$ cat src/rtl/fetch_ctrl_pkg.sv
// Shared definitions for the fetch stage: widths, control-flow opcodes and FSM states.
// The PC and decode stages import these as well.
package fetch_ctrl_pkg;

  localparam int IW = 16;
  localparam int DW = 8;

  localparam logic [3:0] OP_BEQ = 4'hB;
  localparam logic [3:0] OP_JMP = 4'hC;
  localparam logic [3:0] OP_BNE = 4'hD;
  localparam logic [3:0] OP_HLT = 4'hF;

  typedef enum logic {
    ST_RUN  = 1'b0,
    ST_HALT = 1'b1
  } state_e;

endpackage

$ cat src/rtl/fetch_ctrl_dec.sv
// Combinational decode of the instruction register: classifies jump, taken branch and halt,
// and forms the absolute jump target within the page of the delay-slot address.
module fetch_dec
  import fetch_ctrl_pkg::*;
(
  input  logic [IW-1:0] ir_i,
  input  logic          ir_valid_i,
  input  logic          zero_i,
  input  logic [3:0]    pc_page_i,
  output logic          take_j_o,
  output logic          take_b_o,
  output logic          is_hlt_o,
  output logic [IW-1:0] jump_tgt_o
);

  logic [3:0] op;

  assign op = ir_i[15:12];

  assign take_j_o   = ir_valid_i & (op == OP_JMP);
  assign take_b_o   = ir_valid_i & (((op == OP_BEQ) & zero_i) | ((op == OP_BNE) & ~zero_i));
  assign is_hlt_o   = ir_valid_i & (op == OP_HLT);
  assign jump_tgt_o = {pc_page_i, ir_i[11:0]};

endmodule

$ cat src/rtl/fetch_ctrl.sv
// Fetch controller: instruction register, RUN/HALT FSM and PC control mux.
// Optional performance counters are enabled by defining FETCH_CTRL_PERF_CNT_EN.
module fetch_ctrl
  import fetch_ctrl_pkg::*;
(
  input  logic          clk_i,
  input  logic          rst_i,
  input  logic [IW-1:0] pc_i,
  input  logic [IW-1:0] instr_i,
  input  logic          instr_valid_i,
  input  logic          zero_i,
  output logic          jump_o,
  output logic          branch_o,
  output logic [DW-1:0] displacement_o,
  output logic [IW-1:0] jump_tgt_o,
  output logic [IW-1:0] ir_o,
  output logic [IW-1:0] ir_pc_o,
  output logic          ir_valid_o,
  output logic          halted_o
`ifdef FETCH_CTRL_PERF_CNT_EN
  ,
  output logic [15:0]   stall_cnt_o,
  output logic [15:0]   flush_cnt_o
`endif
);

  state_e        state_q;
  logic [IW-1:0] ir_q;
  logic [IW-1:0] ir_pc_q;
  logic          ir_valid_q;

  logic          take_j;
  logic          take_b;
  logic          is_hlt;
  logic          redirect;
  logic [IW-1:0] dec_tgt;

  fetch_dec u_dec (
    .ir_i       (ir_q),
    .ir_valid_i (ir_valid_q),
    .zero_i     (zero_i),
    .pc_page_i  (pc_i[15:12]),
    .take_j_o   (take_j),
    .take_b_o   (take_b),
    .is_hlt_o   (is_hlt),
    .jump_tgt_o (dec_tgt)
  );

  assign redirect = take_j | take_b;

  // Halt outranks redirect, which outranks an imem stall; a zero displacement holds the PC.
  always_comb begin
    jump_o         = 1'b0;
    branch_o       = 1'b0;
    displacement_o = '0;
    jump_tgt_o     = dec_tgt;
    if (rst_i) begin
      jump_tgt_o = '0;
    end else if ((state_q == ST_HALT) || is_hlt) begin
      branch_o = 1'b1;
    end else if (take_j) begin
      jump_o = 1'b1;
    end else if (take_b) begin
      branch_o       = 1'b1;
      displacement_o = ir_q[DW-1:0];
    end else if (!instr_valid_i) begin
      branch_o = 1'b1;
    end
  end

  // The delay-slot fetch is dropped whenever the IR redirects or halts.
  always_ff @(posedge clk_i or posedge rst_i) begin
    if (rst_i) begin
      state_q    <= ST_RUN;
      ir_q       <= '0;
      ir_pc_q    <= '0;
      ir_valid_q <= 1'b0;
    end else begin
      case (state_q)
        ST_RUN: begin
          if (redirect || is_hlt) begin
            ir_valid_q <= 1'b0;
            if (is_hlt) begin
              state_q <= ST_HALT;
            end
          end else if (instr_valid_i) begin
            ir_q       <= instr_i;
            ir_pc_q    <= pc_i;
            ir_valid_q <= 1'b1;
          end else begin
            ir_valid_q <= 1'b0;
          end
        end
        ST_HALT: begin
          ir_valid_q <= 1'b0;
        end
      endcase
    end
  end

  assign ir_o       = ir_q;
  assign ir_pc_o    = ir_pc_q;
  assign ir_valid_o = ir_valid_q;
  assign halted_o   = (state_q == ST_HALT);

`ifdef FETCH_CTRL_PERF_CNT_EN
  logic [15:0] stall_cnt_q, stall_cnt_d;
  logic [15:0] flush_cnt_q, flush_cnt_d;
  logic        stall_ev;

  assign stall_ev = (state_q == ST_RUN) & ~instr_valid_i & ~redirect & ~is_hlt;

  // Both counters saturate rather than wrap.
  always_comb begin
    stall_cnt_d = stall_cnt_q;
    flush_cnt_d = flush_cnt_q;
    if (stall_ev && (stall_cnt_q != 16'hFFFF)) begin
      stall_cnt_d = stall_cnt_q + 16'd1;
    end
    if (redirect && (flush_cnt_q != 16'hFFFF)) begin
      flush_cnt_d = flush_cnt_q + 16'd1;
    end
  end

  always_ff @(posedge clk_i or posedge rst_i) begin
    if (rst_i) begin
      stall_cnt_q <= '0;
      flush_cnt_q <= '0;
    end else begin
      stall_cnt_q <= stall_cnt_d;
      flush_cnt_q <= flush_cnt_d;
    end
  end

  assign stall_cnt_o = stall_cnt_q;
  assign flush_cnt_o = flush_cnt_q;
`endif

endmodule

$ cat config.mk
export PLATFORM = sky130hd
export DESIGN_NAME = fetch_ctrl
export DESIGN_NICKNAME = d
export VERILOG_FILES = /design/src/rtl/fetch_ctrl_pkg.sv /design/src/rtl/fetch_ctrl_dec.sv /design/src/rtl/fetch_ctrl.sv
export SDC_FILE = /design/constraint.sdc
export NUM_CORES = 1
export LEC_CHECK = 0
export BUFFER_PORTS_ARGS = -buffer_cell sky130_fd_sc_hd__buf_2
export CAP_MARGIN = 40
export CELL_PAD_IN_SITES_DETAIL_PLACEMENT = 0
export CELL_PAD_IN_SITES_GLOBAL_PLACEMENT = 1
export CORE_MARGIN = 8
export CORE_UTILIZATION = 33
export CTS_CLUSTER_DIAMETER = 120
export DETAILED_ROUTE_END_ITERATION = 10
export PLACE_DENSITY_LB_ADDON = 0.1
export SLEW_MARGIN = 15
export SYNTH_ARGS = -nofsm -noshare
export SYNTH_HDL_FRONTEND = slang
export SYNTH_SLANG_ARGS = --single-unit
$ cat constraint.sdc
create_clock -name clk_i -period 1.85 [get_ports clk_i]
set_input_delay 0 -clock clk_i [delete_from_list [all_inputs] [get_ports clk_i]]
set_output_delay 0 -clock clk_i [all_outputs]
set_load 0.02 [all_outputs]
# [After elaboration in Yosys (flattened, before gate mapping)]
# Cells that the tools add are included.
[op_classes] n_eq_ne=4 mux=19 n_reduce_logical=3 bitwise=10
[ops] operator="$mux W8" count=4
[ops] operator="$eq A4 B4 Y1 const B" count=4
[ops] operator="$mux W16" count=1
[ops] operator="$mux W1" count=13
[ops] operator="$and A1 B1 Y1" count=5
[ops] operator="$not A1 Y1" count=3
[ops] operator="$reduce_and A3 Y1" count=1
[ops] operator="$logic_or A1 B1 Y1" count=2
[ops] operator="$or A1 B1 Y1" count=2
[ops] operator="$pmux W1 S2" count=1
[word_totals] word_cells=40 out_inout_bits=60 reg_bits=34 input_bits=36

# [Longest topological paths before layout]
# Gate-level depths: netlist (run 1).
[depth] ltp_word=8 ltp_mapped=6 depth_no_buf=4

# [Modules after synthesis]
# From an unflattened synthesis (run 1), not the netlist that was laid out.
[hier_totals] cells_unflattened=128 hier_area_um2=1632.8
[by_module_without_submodules] module="fetch_ctrl" cells_per_inst=104 area_per_inst_um2=1468.9 instances=1
[by_module_without_submodules] module="fetch_dec" cells_per_inst=24 area_per_inst_um2=163.9 instances=1

# [Worst setup path after synthesis (run 1)]
# OpenSTA, ideal clock, no wires.
[synth_path] path_type="reg2reg" from="reg ir_q[12] (netlist: ir_o[12])" to="reg ir_q[10] (netlist: ir_o[10])" path_slack_ps=36 setup_time_ps=125 synth_period_minus_slack_ps=1814 required_time_ps=1725 stages_incl_launch_ff=7 path_buffers=2 t_arrival_ps=1689 cell_sequence="dfrtp_1 or2_1 a21oi_1 nand4bb_1 buf_2 buf_6 mux2_4"
[synth_between] elab_chain_cells=8
[synth_lines] element="start, declared" line="fetch_ctrl.sv:28" source="logic [IW-1:0] ir_q;"
[synth_lines] element="start signal, assigned" line="fetch_ctrl.sv:87" source="ir_q <= instr_i;"
[synth_lines] element="$eq A4 B4 Y1" line="fetch_ctrl_dec.sv:21" source="assign take_b_o = ir_valid_i & (((op == OP_BEQ) & zero_i) | ((op == OP_BNE) & ~zero_i));"
[synth_lines] element="$and A1 B1 Y1" line="fetch_ctrl_dec.sv:21"
[synth_lines] element="$or A1 B1 Y1" line="fetch_ctrl_dec.sv:21"
[synth_lines] element="$and A1 B1 Y1" line="fetch_ctrl_dec.sv:21"
[synth_lines] element="$or A1 B1 Y1" line="fetch_ctrl.sv:49" source="assign redirect = take_j | take_b;"
[synth_lines] element="$logic_or A1 B1 Y1 (*)" line="fetch_ctrl.sv:81" source="if (redirect || is_hlt) begin"
[synth_lines] element="$not A1 Y1 (no source line) (*)"
[synth_lines] element="$reduce_and A3 Y1 (no source line) (*)"
# Mark *: on every way between the ends. The rest lies on a longest branch, timed or not.
# A chain may end at the register's enable or synchronous reset.

# [Worst setup path after layout (run 1)]
[layout_path] from="reg ir_q[13] (netlist: ir_o[13])" to="reg ir_pc_q[10] (netlist: ir_pc_o[10])"
[layout_between] elab_chain_cells=8
[layout_lines] element="$eq A4 B4 Y1" line="fetch_ctrl_dec.sv:21"
[layout_lines] element="$and A1 B1 Y1" line="fetch_ctrl_dec.sv:21"
[layout_lines] element="$or A1 B1 Y1" line="fetch_ctrl_dec.sv:21"
[layout_lines] element="$and A1 B1 Y1" line="fetch_ctrl_dec.sv:21"
[layout_lines] element="$or A1 B1 Y1" line="fetch_ctrl.sv:49"
[layout_lines] element="$logic_or A1 B1 Y1 (*)" line="fetch_ctrl.sv:81"
[layout_lines] element="$not A1 Y1 (no source line) (*)"
[layout_lines] element="$reduce_and A3 Y1 (no source line) (*)"
[layout_lines] element="end signal, assigned" line="fetch_ctrl.sv:88" source="ir_pc_q <= pc_i;"
[layout_lines] element="end, declared" line="fetch_ctrl.sv:29" source="logic [IW-1:0] ir_pc_q;"
# Marked as above.

==> out/qor.yml, run 1 <==
pin_count: 96
slew_headroom_pct: 70.9
drv_cap: 0
wl_per_cell_microns: 14.9
drt_iter0_drc: 37
placedCellCount: 276
die_h_microns: 86.4
clockBufferDepth: 2
dieArea_sq_mm: 0.00746
track_usage_pct: 13.4
coreArea_sq_mm: 0.00475
tightestPinTransition_ps: 436
end_kind: "register"
final_hold_viol_count: 0
fp-row-count: 25
clock.fmax_ghz: 0.554
fillers: 419
synth_seq_cells: 34
setup_viol: 0
clk_latency_ps: 280
io_buffer_count: 95
clock_skew_ps: 4.86
antenna_cells: 0
crit_fanout: 12
critical_path_class: "register to register"
r2r.worst_path.cells: 5
gp_congestion: 0.767
drive_gt1_share_pct: 60.1
avgSynthCellArea_sq_um: 14.5
synth_cell_types: 22
cts_buffers: 5
hp-class: "primary input to asynchronous set/reset pin"
drc: 0
cts_num_sinks: 34
antenna_found_initial: 0
power_mw: 4.30
clk_pin_slew_ps: 70
fin_util_pct: 58.2
via_count: 1363
slowest_delay_ps: 450
cts_tree: "yes"
slew_viol_final: 0
htreeDepth: 2
nNetsFinal: 288
p_leak_nw: 1.44
grt_pass1_wl_mm: 7.82
grt_pass1_vias: 1578
drt_wl_total_mm: 4.77
die_w_microns: 86.4
ir_drop_v: 0.000775
tns_ps: 0
cellPowerDensity_mw_per_mm2: 1560
netlist_instances: 113
yosysWarnings: 0
worstPathCellList: "and3b_2 -> o2111ai_4 -> nand4bb_4 -> clkbuf_16 -> mux2_4"
critPathBufInv: 1
syn2layout_area_growth_pct: 69.3
root_buffer: "clkbuf_8"
rsz0062_at_grt: "true"
status: "completed"
dp_hpwl_mm: 3.21
post-route-period-util_pct: 97.6
r2r_slack_ps: 50
grt_start_max_net_pins: 35
start_kind: "register"
dr.pass1.iters: 2
vias_per_cell: 4.26
final_cells: 320
cp.required_ps: 2020
period_needed_ps: 1800
postPlaceCellArea_sq_mm: 0.00223
antenna_left: 0
arrival_ps: 1970
slowest_stage: "dfrtp_2"
ys_seq_area_share_pct: 52.1
syn_nets: 149
initial_core_util_pct: 34.4
cpLargestDelayFamily: "flip-flops"
cp_num_cells: 5
fin_area_sq_mm: 0.00277
netlist_area_sq_mm: 0.00163
overflow: 0
cell usage after synthesis (all sizes together):
| cell type | number | area [sq um] |
|---|---|---|
| nand4bb | 1 | 11.3 |
| mux2 | 32 | 469 |
| inv | 2 | 7.51 |
| o2111ai | 1 | 15.0 |
| nand3 | 1 | 5.00 |
| and2 | 9 | 56.3 |
| nor4 | 2 | 18.8 |
| o21a | 1 | 7.51 |
| nand2 | 2 | 7.51 |
| o21bai | 1 | 7.51 |
| and3b | 1 | 8.76 |
| nor3b | 1 | 7.51 |
| a21oi | 1 | 5.00 |
| nor2b | 16 | 100 |
| buf | 4 | 38.8 |
| clkbuf | 2 | 7.51 |
| or2 | 1 | 6.26 |
| nor2 | 1 | 3.75 |
| dfrtp | 34 | 851 |
layout make-up:
class | count | area, sq um | share of cell area (%)
clock inverters | 1 | 5.00 | 0.181
flip-flops and latches | 34 | 852 | 30.8
multi-input cells | 71 | 773 | 28.0
repair buffers | 138 | 958 | 34.6
well taps | 67 | 83.8 | 3.03
clock buffers | 7 | 86.3 | 3.12
inverters | 2 | 7.51 | 0.271
what timing repair did:
item,CTS,global route
pin swaps,3,1
endpoints found under the hold margin,32,0
cloned,0,1
hold buffers,32,0
resized for setup,11,11
endpoints found under the setup margin,8,18
buffers inserted,2,1
through the flow:
| step | hold WS (ps) | setup slack (ps) |
|---|---|---|
| finish | 8.20 | 45.2 |
| global route | 90.9 | -40.2 |
| CTS | 29.9 | 23.9 |
| detailed placement | 234 | 51.9 |
| global placement | 232 | 116 |
| floorplan | 149 | 36.1 |
cell families after synthesis:
kind of cell | Yosys count | synth area share, %
AND/OR/NAND/NOR | 35 | 13.8
flip-flops | 34 | 52.1
multiplexers | 32 | 28.7
buffers and inverters | 8 | 3.29
AO/OA/AOI/OAI | 4 | 2.14
cell usage in the layout (no fill, tap or decap), types with 2 or more instances in the layout:
cell type and instances:
buf_2 87, dlygate4sd3_1 32, buf_6 8, mux2_2 3
dfrtp_1 33, buf_4 9, mux2_4 29, clkbuf_8 6
nor2b_1 16, inv_1 2, and2_1 9, nand2_1 2
worst min-delay path, cell delays in order:
cell   delay, ps
buf_2        220
inv_1        100
buf_4        390
metal layers:
| layer | global-route usage, % | part of all wire [%] | vias to the layer above | wire (microns) |
|---|---|---|---|---|
| met5 | 0 | 0 | - | 0 |
| met4 | 5.16 | 1.6 | 0 | 78 |
| met3 | 4.82 | 7.3 | 9 | 349 |
| met2 | 21.9 | 48 | 57 | 2300 |
| met1 | 15.6 | 43 | 637 | 2040 |
| li1 | - | - | 660 | - |
sequential cells by signal, summed over array words and instances (netlist names):
signal      flops
halted_o        1
ir_valid_o      1
ir_pc_o        16
ir_o           16
power by group:
group	leakage (nW)	internal (mW)	switching (mW)
Sequential	0.396	1.13	0.270
Combinational	0.997	1.19	1.16
Clock	0.0482	0.300	0.255
path summary, 6_finish.rpt:
kind / start / endpoint
min reg2reg: ir_pc_o[11] / ir_pc_o[11]
min: rst_i / ir_o[7]
max reg2reg: ir_o[13] / ir_pc_o[10]
min in group clk_i: instr_valid_i / ir_valid_o
max: ir_o[13] / ir_pc_o[10]
max in group asynchronous: rst_i / ir_o[13]
(Power assumes the default switching activity.)
==> inputs of run 2 (changes only) <==
--- a/config.mk
+++ b/config.mk
@@ -5,12 +5,13 @@
 export SDC_FILE = /design/constraint.sdc
 export NUM_CORES = 1
 export LEC_CHECK = 0
+export ABC_AREA = 1
 export BUFFER_PORTS_ARGS = -buffer_cell sky130_fd_sc_hd__buf_2
 export CAP_MARGIN = 40
 export CELL_PAD_IN_SITES_DETAIL_PLACEMENT = 0
 export CELL_PAD_IN_SITES_GLOBAL_PLACEMENT = 1
 export CORE_MARGIN = 8
-export CORE_UTILIZATION = 33
+export CORE_UTILIZATION = 29
 export CTS_CLUSTER_DIAMETER = 120
 export DETAILED_ROUTE_END_ITERATION = 10
 export PLACE_DENSITY_LB_ADDON = 0.1
==> out/qor.yml, run 2 <==
status: "completed"
rsz0062_at_grt: "false"
cpMostUsedCell: "nand2_2"
crit_fanout: 10  # -2
drc: 0  # unchanged
critical_path_class: "register to output pin"
synth_common_cells: "92 x nand2_1, 34 x dfrtp_1, 21 x inv_1"
cp.required_ps: 1850  # -170 ps
drt_iter0_drc: 43  # +16%
grt_pass1_wl_mm: 8.56  # +9.4%
arrival_ps: 1610  # -360 ps
synth_seq_cells: 34  # unchanged
fin_util_pct: 48.5  # -9.7 points
power_mw: 4.15  # -3.6%
post-cts-setup-buffers: 0  # -2
clock_skew_ps: 8.36  # +3.50 ps
avgSynthCellArea_sq_um: 7.90  # -45%
netlist_instances: 206  # +82%
clk_latency_ps: 280  # about the same
layout_commonest_cell: "buf_2"
drv_cap: 0  # unchanged
via_count: 1663  # +22%
intPower_mw: 2.34  # -10%
antenna_found_initial: 0  # unchanged
drt_wl_total_mm: 5.17  # +8.3%
seqPwrFrac_pct: 33.0  # +0.5 points
final_cell_mix: "95 x buf_2, 92 x nand2_1, 34 x dfrtp_1"
pin_count: 96  # unchanged
track_usage_pct: 12.7  # -0.68 points
synthArstFlopShare_pct: 100  # unchanged
pwr-share-comb_pct: 46.8  # -7.9 points
worstPathCellList: "nand2_2 -> nor2_1 -> nand2_1 -> nand2_2 -> nand2_4 -> nand2_2 -> nand2_1 -> a21oi_1 -> buf_2"
coreArea_sq_mm: 0.00547  # +15%
syn_nets: 242  # +62%
slowest_stage: "dfrtp_1"
synth_area_leaders: "dfrtp_1 52%, nand2_1 21%, inv_1 4.8%, nand2_2 4.6%, nor2_1 4.4%"
clockBufferDepth: 2  # unchanged
syn2layout_area_growth_pct: 63.2
hp-class: "primary input to register"
dieArea_sq_mm: 0.00826  # +11%
cellPowerDensity_mw_per_mm2: 1560  # +0.44%
wl_per_cell_microns: 12.6  # -16%
clk_pin_slew_ps: 70  # about the same
synth.most_common_cell: "nand2_1"
slew_viol_final: 0  # unchanged
synth_edf_count: 0  # unchanged
p_switching_mw: 1.80  # +7.0%
slew_headroom_pct: 67.6  # -3.3 points
cts_resized: 0  # -11
nNetsFinal: 374  # +30%
antenna_cells: 0  # unchanged
cts_num_sinks: 34  # unchanged
initial_core_util_pct: 29.7  # -4.6 points
die_w_microns: 90.9  # +5.2%
antenna_left: 0  # unchanged
yosysWarnings: 0  # unchanged
root_buffer: "clkbuf_8"
synth_cell_types: 19  # -14%
ir_drop_v: 0.000632  # -18%
clock.fmax_ghz: 0.623  # +12%
overflow: 0  # unchanged
netlist_area_sq_mm: 0.00163  # -0.46%
cts_buffers: 5  # unchanged
synth_top_area_share_pct: 52.3  # +0.24 points
setup_viol: 0  # unchanged
io_buffer_count: 95  # unchanged
fp-row-count: 27  # +8.0%
vias_per_cell: 4.05  # -5.0%
final_hold_viol_count: 0  # unchanged
tns_ps: 0  # unchanged
end_kind: "output pin"
dr.pass1.iters: 4  # +2
grt_start_max_net_pins: 28  # -20%
die_h_microns: 90.9  # +5.2%
grt_pass1_vias: 1779  # +13%
synth_top_flop_cell: "dfrtp_1"
slowest_delay_ps: 440  # about the same
drive_gt1_share_pct: 38.1  # -22 points
power_frac_clock_pct: 20.2  # +7.3 points
dp_hpwl_mm: 3.76  # +17%
period_needed_ps: 1610  # -199 ps
p_leak_nw: 1.55  # +7.6%
htreeDepth: 2  # unchanged
gp_congestion: 0.747  # -2.6%
ys_seq_area_share_pct: 52.3  # +0.24 points
power_switching_share_pct: 43.4  # +4.3 points
tightestPinTransition_ps: 486  # +49.6 ps
start_kind: "register"
post-route-period-util_pct: 86.8  # -11 points
yosys.area.top_type: "dfrtp_1"
cts_tree: "yes"
[run 2: changes by cell type after synthesis, moves of 3 or more]
cell     delta
nand2_1    +90
nor2b_1    -16
mux2_4     -29
mux2_2      -3
nand2_2    +12
and2_1      -9
inv_1      +19
nor2_1     +18
buf_4       +3
nor4_1      +7
[run 2: repair_timing]
item	CTS	global route
setup endpoints to repair	0	0
endpoints found under the hold margin	45	0
hold buffers	33	0
[run 2: power groups by stage]
| stage | clock network [mW] | registers, mW | logic, mW |
|---|---|---|---|
| global route | 0.911 | 1.42 | 2.14 |
| global placement | 0 | 1.38 | 1.92 |
| detailed placement | 0 | 1.37 | 1.93 |
| CTS | 0.864 | 1.37 | 1.99 |
| floorplan | 0 | 1.79 | 0.818 |
| finish | 0.838 | 1.37 | 1.94 |
[run 2: layout make-up]
class,count,area (sq um)
clock buffers,6,82.6
flip-flops and latches,34,851
well taps,72,90.1
multi-input cells,140,617
inverters,22,82.6
clock inverters,2,60.1
repair buffers,135,871
fillers,583,2820
[run 2: routing by layer]
| layer | global-route usage, % | share of wire [%] |
|---|---|---|
| met4 | 3.27 | 1.1 |
| met2 | 21.0 | 47 |
| met1 | 14.6 | 44 |
| met5 | 0 | 0 |
| met3 | 5.65 | 7.2 |
[run 2: metrics by stage]
stage                     setup WS [ps]  cells  cell area, sq um  hold WS (ps)
after floorplan                     311    206              1630           104
after global placement              341    370              2180           197
after detailed placement            309    370              2180           201
after CTS                           214    411              2650           114
after global routing               90.3    411              2650           136
final                               244    411              2650           119
[run 2: logic make-up (layout without fill, tap and decap cells)]
logic type | count (synthesis) | count (layout) | synth area share [%]
buf+inv | 32 | 165 | 9.77
simple gates | 138 | 138 | 36.9
compound gates | 2 | 2 | 1.00
flops | 34 | 34 | 52.3
[run 2: path summary, 6_finish.rpt]
path | startpoint | to | slack, ps | cells after the start
max | ir_o[12] | branch_o | 240 | 9
min | instr_valid_i | ir_pc_o[14] | 120 | 5
max reg2reg | ir_o[12] | ir_o[13] | 310 | 10
min reg2reg | ir_pc_o[3] | ir_pc_o[3] | 480 | 2
max in group asynchronous | rst_i | ir_pc_o[6] | 1060 | 4
min in group asynchronous | rst_i | ir_pc_o[13] | 540 | 4
[run 2: worst max-delay path: cells and delay by family, from the launching register on]
family                 cells  cell delay, ps
AOI/OAI and AO/OA          1             120
buffers and inverters      1             190
DFF                        1             440
and+or+nand+nor            7             560
==> inputs of run 3 (changes only) <==
--- a/config.mk
+++ b/config.mk
@@ -8,13 +8,11 @@
 export ABC_AREA = 1
 export BUFFER_PORTS_ARGS = -buffer_cell sky130_fd_sc_hd__buf_2
 export CAP_MARGIN = 40
-export CELL_PAD_IN_SITES_DETAIL_PLACEMENT = 0
-export CELL_PAD_IN_SITES_GLOBAL_PLACEMENT = 1
 export CORE_MARGIN = 8
-export CORE_UTILIZATION = 29
+export CORE_UTILIZATION = 39
 export CTS_CLUSTER_DIAMETER = 120
 export DETAILED_ROUTE_END_ITERATION = 10
-export PLACE_DENSITY_LB_ADDON = 0.1
+export PLACE_DENSITY = 0.73
 export SLEW_MARGIN = 15
 export SYNTH_ARGS = -nofsm -noshare
 export SYNTH_HDL_FRONTEND = slang
==> out/qor.yml, run 3 (synthesized netlist as in run 2, its figures left out) <==
io_buffer_count: 95  # unchanged
tightestPinTransition_ps: 498  # +12.2 ps
clk_latency_ps: 280  # about the same
hold_start: "instr_valid_i"
p_switching_mw: 1.81  # +0.55%
setup_viol: 0  # unchanged
intPower_mw: 2.06  # -12%
tns_ps: 0  # unchanged
status: "completed"
vias_per_cell: 4.40  # +8.7%
r2r.worst_path.cells: 10  # unchanged
cts_num_sinks: 34  # unchanged
pwr-share-comb_pct: 50.2  # +3.4 points
clk_pin_slew_ps: 70  # about the same
grt_pass1_wl_mm: 8.43  # -1.5%
htreeDepth: 2  # unchanged
cts_tree: "yes"
end_kind: "output pin"
clockBufferDepth: 2  # unchanged
slowest_delay_ps: 440  # about the same
power_frac_clock_pct: 14.4  # -5.8 points
via_count: 1707  # +2.6%
cts_buffers: 5  # unchanged
dr.pass1.iters: 4  # unchanged
post-route-period-util_pct: 87.4  # +0.57 points
dp_hpwl_mm: 3.62  # -3.8%
hp-class: "primary input to register"
drt_wl_total_mm: 5.19  # +0.50%
arrival_ps: 1620  # about the same
dieArea_sq_mm: 0.00649  # -21%
worstPathCellList: "nand2_2 -> nor2_1 -> nand2_1 -> nand2_2 -> nand2_4 -> nand2_2 -> nand2_1 -> a21oi_1 -> buf_2"
fp-row-count: 23  # -15%
drv_cap: 0  # unchanged
final_cell_mix: "95 x buf_2, 92 x nand2_1, 34 x dfrtp_1"
antenna_left: 0  # unchanged
ir_drop_v: 0.000757  # +20%
die_w_microns: 80.6  # -11%
slew_headroom_pct: 66.8  # -0.81 points
hold_end: "ir_pc_o[15]"
r2r_slack_ps: 310  # about the same
gp_congestion: 0.800  # +7.2%
slew_viol_final: 0  # unchanged
power_switching_share_pct: 46.8  # +3.3 points
critPathBufInv: 1  # unchanged
period_needed_ps: 1620  # +10.6 ps
drt_iter0_drc: 53  # +23%
grt_start_max_net_pins: 28  # unchanged
seqPwrFrac_pct: 35.4  # +2.4 points
wl_per_cell_microns: 13.4  # +6.5%
grt_pass1_vias: 1756  # -1.3%
final_hold_viol_count: 0  # unchanged
clock_skew_ps: 3.56  # -4.80 ps
initial_core_util_pct: 40.7  # +11 points
antenna_cells: 0  # unchanged
antenna_found_initial: 0  # unchanged
track_usage_pct: 16.6  # +3.9 points
critical_path_class: "register to output pin"
syn2layout_area_growth_pct: 57.8
overflow: 0  # unchanged
drive_gt1_share_pct: 37.6  # -0.48 points
start_kind: "register"
pin_count: 96  # unchanged
cpLargestDelayFamily: "simple AND/OR/NAND/NOR gates"
critPathLaunch: "ir_o[13]"
cpMostUsedCell: "nand2_2"
cellPowerDensity_mw_per_mm2: 1510  # -3.4%
cp.required_ps: 1850  # about the same
timing.rr.start: "ir_o[13]"
clock.fmax_ghz: 0.619  # -0.66%
drc: 0  # unchanged
rsz0062_at_grt: "false"
slowest_stage: "dfrtp_1"
nNetsFinal: 373  # -0.27%
root_buffer: "clkbuf_8"
reg2reg_to: "ir_pc_o[3]"
layout_commonest_cell: "buf_2"
p_leak_nw: 1.52  # -1.8%
fin_util_pct: 64.2  # +16 points
hold_depth: 5  # unchanged
post-cts-setup-buffers: 0  # unchanged
coreArea_sq_mm: 0.00400  # -27%
die_h_microns: 80.6  # -11%
crit_fanout: 10  # unchanged
run 3: worst max-delay path by stage:
stage / endpoint / depth (start not counted)
CTS: branch_o / 9
detailed placement: ir_o[5] / 9
global placement: ir_pc_o[14] / 7
finish: branch_o / 9
global route: branch_o / 9
floorplan: displacement_o[0] / 4
run 3: area by class of cell:
type / count / area, sq um
fillers: 351 / 1430
repair buffers: 134 / 863
flip-flops and latches: 34 / 851
multi-input cells: 140 / 617
clock buffers: 7 / 86.3
inverters: 22 / 82.6
well taps: 50 / 62.6
clock inverters: 1 / 5.00
run 3: worst min-delay path, cell delays in order:
cell and delay [ps]:
buf_2 120, nand2_2 90, nor2_4 60, nand2_1 50
nand2_1 40
run 3: metal layers:
metal / global-route usage [%] / up-vias / part of all wire (%)
met5: 0 / - / 0
met4: 6.55 / 0 / 1.6
met3: 6.03 / 10 / 8.0
met2: 27.9 / 65 / 51
met1: 18.6 / 759 / 39
li1: - / 873 / -
run 3: stage by stage:
stage / hold WS (ps) / cells / area (sq um) / worst slack (ps) / power (mW)
after global routing: 130 / 388 / 2570 / 77.3 / 4.17
after CTS: 114 / 388 / 2570 / 195 / 3.91
final: 119 / 388 / 2570 / 234 / 3.87
after floorplan: 104 / 206 / 1630 / 311 / 2.61
after detailed placement: 200 / 347 / 2150 / 314 / 3.29
after global placement: 194 / 347 / 2150 / 337 / 3.25
run 3: what timing repair did:
item,CTS,global route
hold buffers,33,0
resized for setup,0,0
endpoints found under the hold margin,47,0
run 3: power groups by stage:
stage / Combinational, mW / Sequential, mW / Clock (mW)
after global routing: 2.13 / 1.43 / 0.614
after global placement: 1.88 / 1.37 / 0
after floorplan: 0.818 / 1.79 / 0
final: 1.94 / 1.37 / 0.556
after detailed placement: 1.91 / 1.38 / 0
after CTS: 1.97 / 1.37 / 0.573
